[config.mk]
export PLATFORM = sky130hd
export DESIGN_NAME = me_search_control
export DESIGN_NICKNAME = d
export VERILOG_FILES = /design/src/rtl/me_pkg.sv /design/src/rtl/me_pe_strobe_decode.sv /design/src/rtl/me_search_control.sv
export SDC_FILE = /design/constraint.sdc
export NUM_CORES = 1
export LEC_CHECK = 0
export BUFFER_PORTS_ARGS = -buffer_cell sky130_fd_sc_hd__buf_2
export CORE_ASPECT_RATIO = 0.75
export CORE_UTILIZATION = 40
export CTS_BUF_LIST = sky130_fd_sc_hd__clkbuf_2
export CTS_CLUSTER_DIAMETER = 100
export DETAILED_ROUTE_END_ITERATION = 12
export SYNTH_ARGS = -nofsm -noshare
export SYNTH_HDL_FRONTEND = slang
export SYNTH_SLANG_ARGS = --single-unit
[constraint.sdc]
create_clock -name clock -period 5.36 [get_ports clock]
set_clock_uncertainty 0.1 [all_clocks]
set_input_delay 0.268 -clock clock [delete_from_list [all_inputs] [get_ports clock]]
set_output_delay 0.268 -clock clock [all_outputs]
set_load 0.005 [all_outputs]
[src/rtl/me_pkg.sv]
// Shared constants, state encoding and strobe payload for the motion-estimation search sequencer.
package me_pkg;

    localparam int unsigned NUM_PE      = 16;
    localparam int unsigned CAND_CYCLES = 256;
    localparam int unsigned CAND_W      = 8;
    localparam int unsigned N_W         = 13;
    localparam int unsigned VEC_W       = 4;
    localparam int unsigned ROW_W       = 5;
    localparam int unsigned ADDR_R_W    = 8;
    localparam int unsigned ADDR_S_W    = 10;

    // Last cycle of the PE0 pixel window and the final drain cycle of RUN
    localparam int unsigned ACTIVE_LAST = NUM_PE * CAND_CYCLES - 1;
    localparam int unsigned LAST_N      = (NUM_PE - 1) * CAND_CYCLES + CAND_CYCLES - 1 + (NUM_PE - 1);

    typedef enum logic [1:0] {
        ST_IDLE  = 2'd0,
        ST_CLEAR = 2'd1,
        ST_RUN   = 2'd2,
        ST_DONE  = 2'd3
    } me_state_e;

    typedef struct packed {
        logic [NUM_PE-1:0] pe_start;
        logic [NUM_PE-1:0] pe_ready;
        logic [VEC_W-1:0]  vector_x;
        logic [VEC_W-1:0]  vector_y;
    } strobe_t;

endpackage

[src/rtl/me_pe_strobe_decode.sv]
// Per-PE strobe decode: from the RUN cycle index n, derive each PE's start/ready strobes
// and the candidate vector of the PE whose distortion is ready.
module me_pe_strobe_decode
    import me_pkg::*;
(
    input  logic [N_W-1:0] n,
    output strobe_t        strobe_c
);

    logic [VEC_W-1:0] slot_y [NUM_PE];

    // One compare slice per PE; PE i runs i cycles behind PE0, negative offsets are inactive
    for (genvar i = 0; i < NUM_PE; i++) begin : g_slice
        localparam logic [N_W-1:0] IDX = N_W'(i);
        logic [N_W-1:0] m;
        logic           active;

        assign m      = n - IDX;
        assign active = (n >= IDX) && (m <= N_W'(ACTIVE_LAST));
        assign strobe_c.pe_start[i] = active && (m[CAND_W-1:0] == '0);
        assign strobe_c.pe_ready[i] = active && (m[CAND_W-1:0] == '1);
        assign slot_y[i] = m[CAND_W+VEC_W-1:CAND_W];
    end

    // pe_ready is one-hot, so an OR-mux selects the ready PE's candidate vector
    always_comb begin
        strobe_c.vector_x = '0;
        strobe_c.vector_y = '0;
        for (int unsigned i = 0; i < NUM_PE; i++) begin
            if (strobe_c.pe_ready[i]) begin
                strobe_c.vector_x = strobe_c.vector_x | VEC_W'(i);
                strobe_c.vector_y = strobe_c.vector_y | slot_y[i];
            end
        end
    end

endmodule

[src/rtl/me_search_control.sv]
// Full-search motion estimator sequencer: FSM, RUN cycle counter, memory addresses and
// registered PE/comparator strobes. Outputs are computed from the next state so every
// output is a flop that shows the values belonging to the current cycle.
module me_search_control
    import me_pkg::*;
(
    input  logic                clock,
    input  logic                reset_n,
    input  logic                start,
    output logic                busy,
    output logic                done,
    output logic                comp_start,
    output logic [NUM_PE-1:0]   pe_start,
    output logic [NUM_PE-1:0]   pe_ready,
    output logic [VEC_W-1:0]    vector_x,
    output logic [VEC_W-1:0]    vector_y,
    output logic [ADDR_R_W-1:0] address_r,
    output logic [ADDR_S_W-1:0] address_s
);

    me_state_e state, state_nxt;
    logic [N_W-1:0] n, n_nxt;
    strobe_t        strobe_c;

    logic                busy_d, done_d, comp_start_d;
    logic [NUM_PE-1:0]   pe_start_d, pe_ready_d;
    logic [VEC_W-1:0]    vector_x_d, vector_y_d;
    logic [ADDR_R_W-1:0] address_r_d;
    logic [ADDR_S_W-1:0] address_s_d;
    logic [ROW_W-1:0]    row_sum;

    // State and cycle-index registers
    always_ff @(posedge clock or negedge reset_n) begin
        if (!reset_n) begin
            state <= ST_IDLE;
            n     <= '0;
        end else begin
            state <= state_nxt;
            n     <= n_nxt;
        end
    end

    // Next state and next cycle index; n restarts at 0 on every entry to RUN
    always_comb begin
        state_nxt = state;
        n_nxt     = '0;
        case (state)
            ST_IDLE:  if (start) state_nxt = ST_CLEAR;
            ST_CLEAR: state_nxt = ST_RUN;
            ST_RUN: begin
                if (n == N_W'(LAST_N)) state_nxt = ST_DONE;
                else                   n_nxt     = n + N_W'(1);
            end
            ST_DONE:  if (start) state_nxt = ST_CLEAR;
            default:  state_nxt = ST_IDLE;
        endcase
    end

    me_pe_strobe_decode u_decode (
        .n        (n_nxt),
        .strobe_c (strobe_c)
    );

    // Search-window row is candidate row plus pixel row; the 32-wide window stride adds the zero bit
    assign row_sum = ROW_W'(n_nxt[11:8]) + ROW_W'(n_nxt[7:4]);

    // Output values for the upcoming cycle
    always_comb begin
        busy_d       = 1'b0;
        done_d       = 1'b0;
        comp_start_d = 1'b0;
        pe_start_d   = '0;
        pe_ready_d   = '0;
        vector_x_d   = '0;
        vector_y_d   = '0;
        address_r_d  = '0;
        address_s_d  = '0;
        case (state_nxt)
            ST_CLEAR: busy_d = 1'b1;
            ST_RUN: begin
                busy_d       = 1'b1;
                comp_start_d = 1'b1;
                pe_start_d   = strobe_c.pe_start;
                pe_ready_d   = strobe_c.pe_ready;
                vector_x_d   = strobe_c.vector_x;
                vector_y_d   = strobe_c.vector_y;
                if (n_nxt <= N_W'(ACTIVE_LAST)) begin
                    address_r_d = n_nxt[ADDR_R_W-1:0];
                    address_s_d = {row_sum, 1'b0, n_nxt[3:0]};
                end
            end
            ST_DONE: begin
                done_d       = 1'b1;
                comp_start_d = 1'b1;
            end
            default: ;
        endcase
    end

    // Output registers
    always_ff @(posedge clock or negedge reset_n) begin
        if (!reset_n) begin
            busy       <= 1'b0;
            done       <= 1'b0;
            comp_start <= 1'b0;
            pe_start   <= '0;
            pe_ready   <= '0;
            vector_x   <= '0;
            vector_y   <= '0;
            address_r  <= '0;
            address_s  <= '0;
        end else begin
            busy       <= busy_d;
            done       <= done_d;
            comp_start <= comp_start_d;
            pe_start   <= pe_start_d;
            pe_ready   <= pe_ready_d;
            vector_x   <= vector_x_d;
            vector_y   <= vector_y_d;
            address_r  <= address_r_d;
            address_s  <= address_s_d;
        end
    end

endmodule

==> out/results.tsv <==
metric	value	unit
outcome	finished clean	
slowest_cell_on_crit_path	a21oi_1	
finalSetupViolCount	0	
dominant_cell_type_by_count_on_the_critical_path	ha_1	
synth.yosys.warnings	0	
overflow	0	
sw_frac	0.305	
pwr_density_cell	95.8	nW/um2
worst_r2r_path_depth	15	
fin_hold_ws	0.121	ns
netlist_area	7640	um2
clk_root_buffer_cell	clkbuf_2	
fin_setup_tns	0	ns
fp-row-count	43	
worst-path-max-fanout	13	
die_width	162	um
power.share.clock	0.361	
routabilityCongestion	1.13	
synth_simple_gate_area_frac	0.279	
first_global_vias	8794	
synth-seq-area-share	0.233	
design_power_total	860	uW
internal_power	598	uW
htree_num_levels	3	
ys_dominant_reg_cell	dfrtp_1	
nFillCells	1926	
layout.area.seq	1780	um2
p_sw	262	uW
drcViolationCount	0	
power.share.combinational	0.015	
grt_setup_unrepaired	false	
post-synth-top-area-cell	dfrtp_1	
floorplan.initialDensity	0.410	
fin_ws	0.0478	ns
arrival_time_of_the_worst_setup_path	5.86	ns
max_clock_freq	188	MHz
vias_per_cell	7.07	
synthArstFlopShare	1.00	
slowest_delay	0.86	ns
dieArea	19700	um2
core_area	18600	um2
syn-num-nets	1045	
final.period_utilization	0.991	
first_iter_violations	1573	
power.ir.vdd_worst	90.7	uV
final-hold-violation-count	0	
synthesis.instances	1009	
drt-total-wl	44.1	mm
worst_setup_path_start_kind	register	
synth-compound-area-share	0.295	
synth_top_family_by_area	compound AO/OA/AOI/OAI gates	
r2r_setup_slack	0.05	ns
worstPathBufferInverterCount	1	
yosys.area.top_type_share	0.233	
power.share.sequential	0.625	
synthToLayoutAreaGrowth	17.5	%
synth_fa_ha_area_frac	0.0563	
drv_slew	0	
tritoncts_num_sinks	71	
critical_path.reg2reg.endpoint	vector_y[3]$_DFF_PN0_	
yosys.area_share.xor_xnor	0.0581	
crit_path_cell_trace	ha_1 -> and4bb_2 -> a31oi_4 -> nand2_1 -> inv_1 -> ha_1 -> and3b_1 -> o21ai_0 -> a21oi_1 -> xnor2_1 -> nand4_1 -> a2111o_2 -> a311oi_1 -> o31a_1 -> o41a_1	
place_ws	0.215	ns
synth_cell_type_count	99	
cts_max_path_buffers	2	
clk-insertion-delay-late	0.62	ns
post_route_cells_drive_above_1_share	0.212	
maxCapViolCount	0	
worst-slew-pin-transition	1.13	ns
critical_path.reg2reg.startpoint	n[1]$_DFF_PN0_	
headroom_to_the_max_slew_limit	0.244	
first_pass_iteration_count_of_the_detailed_router	7	
detail-route-antenna-nets	0	
place.port_buffers	62	
cts_bufs_inserted	9	
hp-class	in -> async	
multi_input_comb_area	5380	um2
ys_ff_latch	71	
num_vias	9784	
ys_top_cells_by_area	dfrtp_1 23%, ha_1 5.2%, a21oi_1 5.0%	
place.detailed.hpwl	33.6	mm
die-height	122	um
critical_path.startpoint	n[1]$_DFF_PN0_	
synth_enable_flop_cells	0	
initial_antenna_violation_count	3	
post_synth_mux_area_share	0.0106	
cts_tree	built	
cp_top_family	compound AO/OA/AOI/OAI gates	
critPathRequiredTime	5.90	ns
timing_worst_setup_path_type	reg -> reg	
final_period_minus_worst_setup_slack	5.31	ns
synth.avg_cell_area	7.57	um2
largest_net_degree_at_the_start_of_global_routing	72	
ioPinCount	64	
clk_transition_reported_paths	0.33	ns
leakage	3.83	nW
end_kind	register	
grt.total_usage	0.448	
average_detailed_routed_wire_length_per_instance	31.9	um
grt_pass1_wl	62.6	mm
design.final.nets	1166	
-- layer usage --
layer / GRT usage / share of wire
met5: 0 / 0.00052
met4: 0.188 / 0.047
met3: 0.207 / 0.17
met2: 0.599 / 0.37
met1: 0.610 / 0.41
-- worst max-delay path by stage --
stage	endpoint	slack, ns	cells after the start
floorplan	vector_y[3]$_DFF_PN0_	0.02	25
global placement	vector_y[3]$_DFF_PN0_	0.16	14
detailed placement	vector_y[3]$_DFF_PN0_	0.21	14
CTS	vector_y[3]$_DFF_PN0_	0.23	14
global route	vector_y[0]$_DFF_PN0_	0.01	16
finish	vector_y[3]$_DFF_PN0_	0.05	15
-- layout make-up --
| type | instances | share of cell area |
|---|---|---|
| Antenna cell | 2 | 0.000558 |
| Clock buffer | 9 | 0.00502 |
| Clock inverter | 7 | 0.00530 |
| Inverter | 34 | 0.0142 |
| Multi-Input combinational cell | 825 | 0.600 |
| Sequential cell | 71 | 0.198 |
| Tap cell | 247 | 0.0344 |
| Timing Repair Buffer | 189 | 0.143 |
-- repair_timing --
item | CTS | global route
setup buffers | 0 | 2
hold buffers | 2 | 0
hold endpoints to repair | 73 | 0
resized for setup | 0 | 2
setup endpoints to repair | 0 | 4
-- per-stage QoR --
step / cell area [um2] / instances / util
6_report: 8980 / 1384 / 0.482
4_1_cts: 8950 / 1380 / 0.481
2_1_floorplan: 7640 / 1009 / -
5_1_grt: 8970 / 1383 / 0.482
3_3_place_gp: 8830 / 1362 / 0.475
3_5_place_dp: 8830 / 1362 / 0.475
-- cells in the mapped netlist, types with 13 or more instances --
master	n
nor2_1	89
nand2_1	87
a21oi_1	76
dfrtp_1	71
o21ai_0	70
nand3_1	43
clkbuf_1	40
xnor2_1	39
nor3_1	36
ha_1	32
nand4_1	29
inv_1	27
a31oi_1	26
buf_2	19
nor4_1	19
buf_4	13
or3_1	13
-- flip-flops by register name (all words and copies together), names as in the netlist, 2 cells and up --
name,flops
pe_ready,16
pe_start,16
n,13
address_r,8
address_s,5
vector_x,4
vector_y,4
state,2
-- kinds of logic (layout without fill, tap and decap cells) --
kind of cell | count (synthesis) | count (layout)
flip-flops | 71 | 71
other | 1 | 3
adder cells (fa/ha/maj) | 34 | 34
multiplexers | 8 | 8
buffers and inverters | 113 | 239
XOR/XNOR | 49 | 49
AO/OA/AOI/OAI | 332 | 332
AND/OR/NAND/NOR | 401 | 401
-- cells in the final DEF, fill, tap and decap left out, drive strengths merged, types with 10 or more instances in the layout --
master and instances:
buf 187, nor2 90, nand2 88, a21oi 77
o21ai 76, dfrtp 71, nand3 44, xnor2 40
nor3 39, ha 32, inv 30, nand4 29
a31oi 26, nor4 24, o31ai 14, or3 13
a211oi 13, o22ai 12, and3 11, nand2b 11
o211ai 10
-- power groups by stage --
stage,clock (mW),sequential (mW),combinational (mW)
2_1_floorplan,0,0.546,0.000819
3_3_place_gp,0,0.546,0.0120
3_5_place_dp,0,0.546,0.0126
4_1_cts,0.326,0.537,0.0138
5_1_grt,0.339,0.537,0.0155
6_report,0.310,0.537,0.0126
No activity file was read; power rests on OpenSTA's default activity.
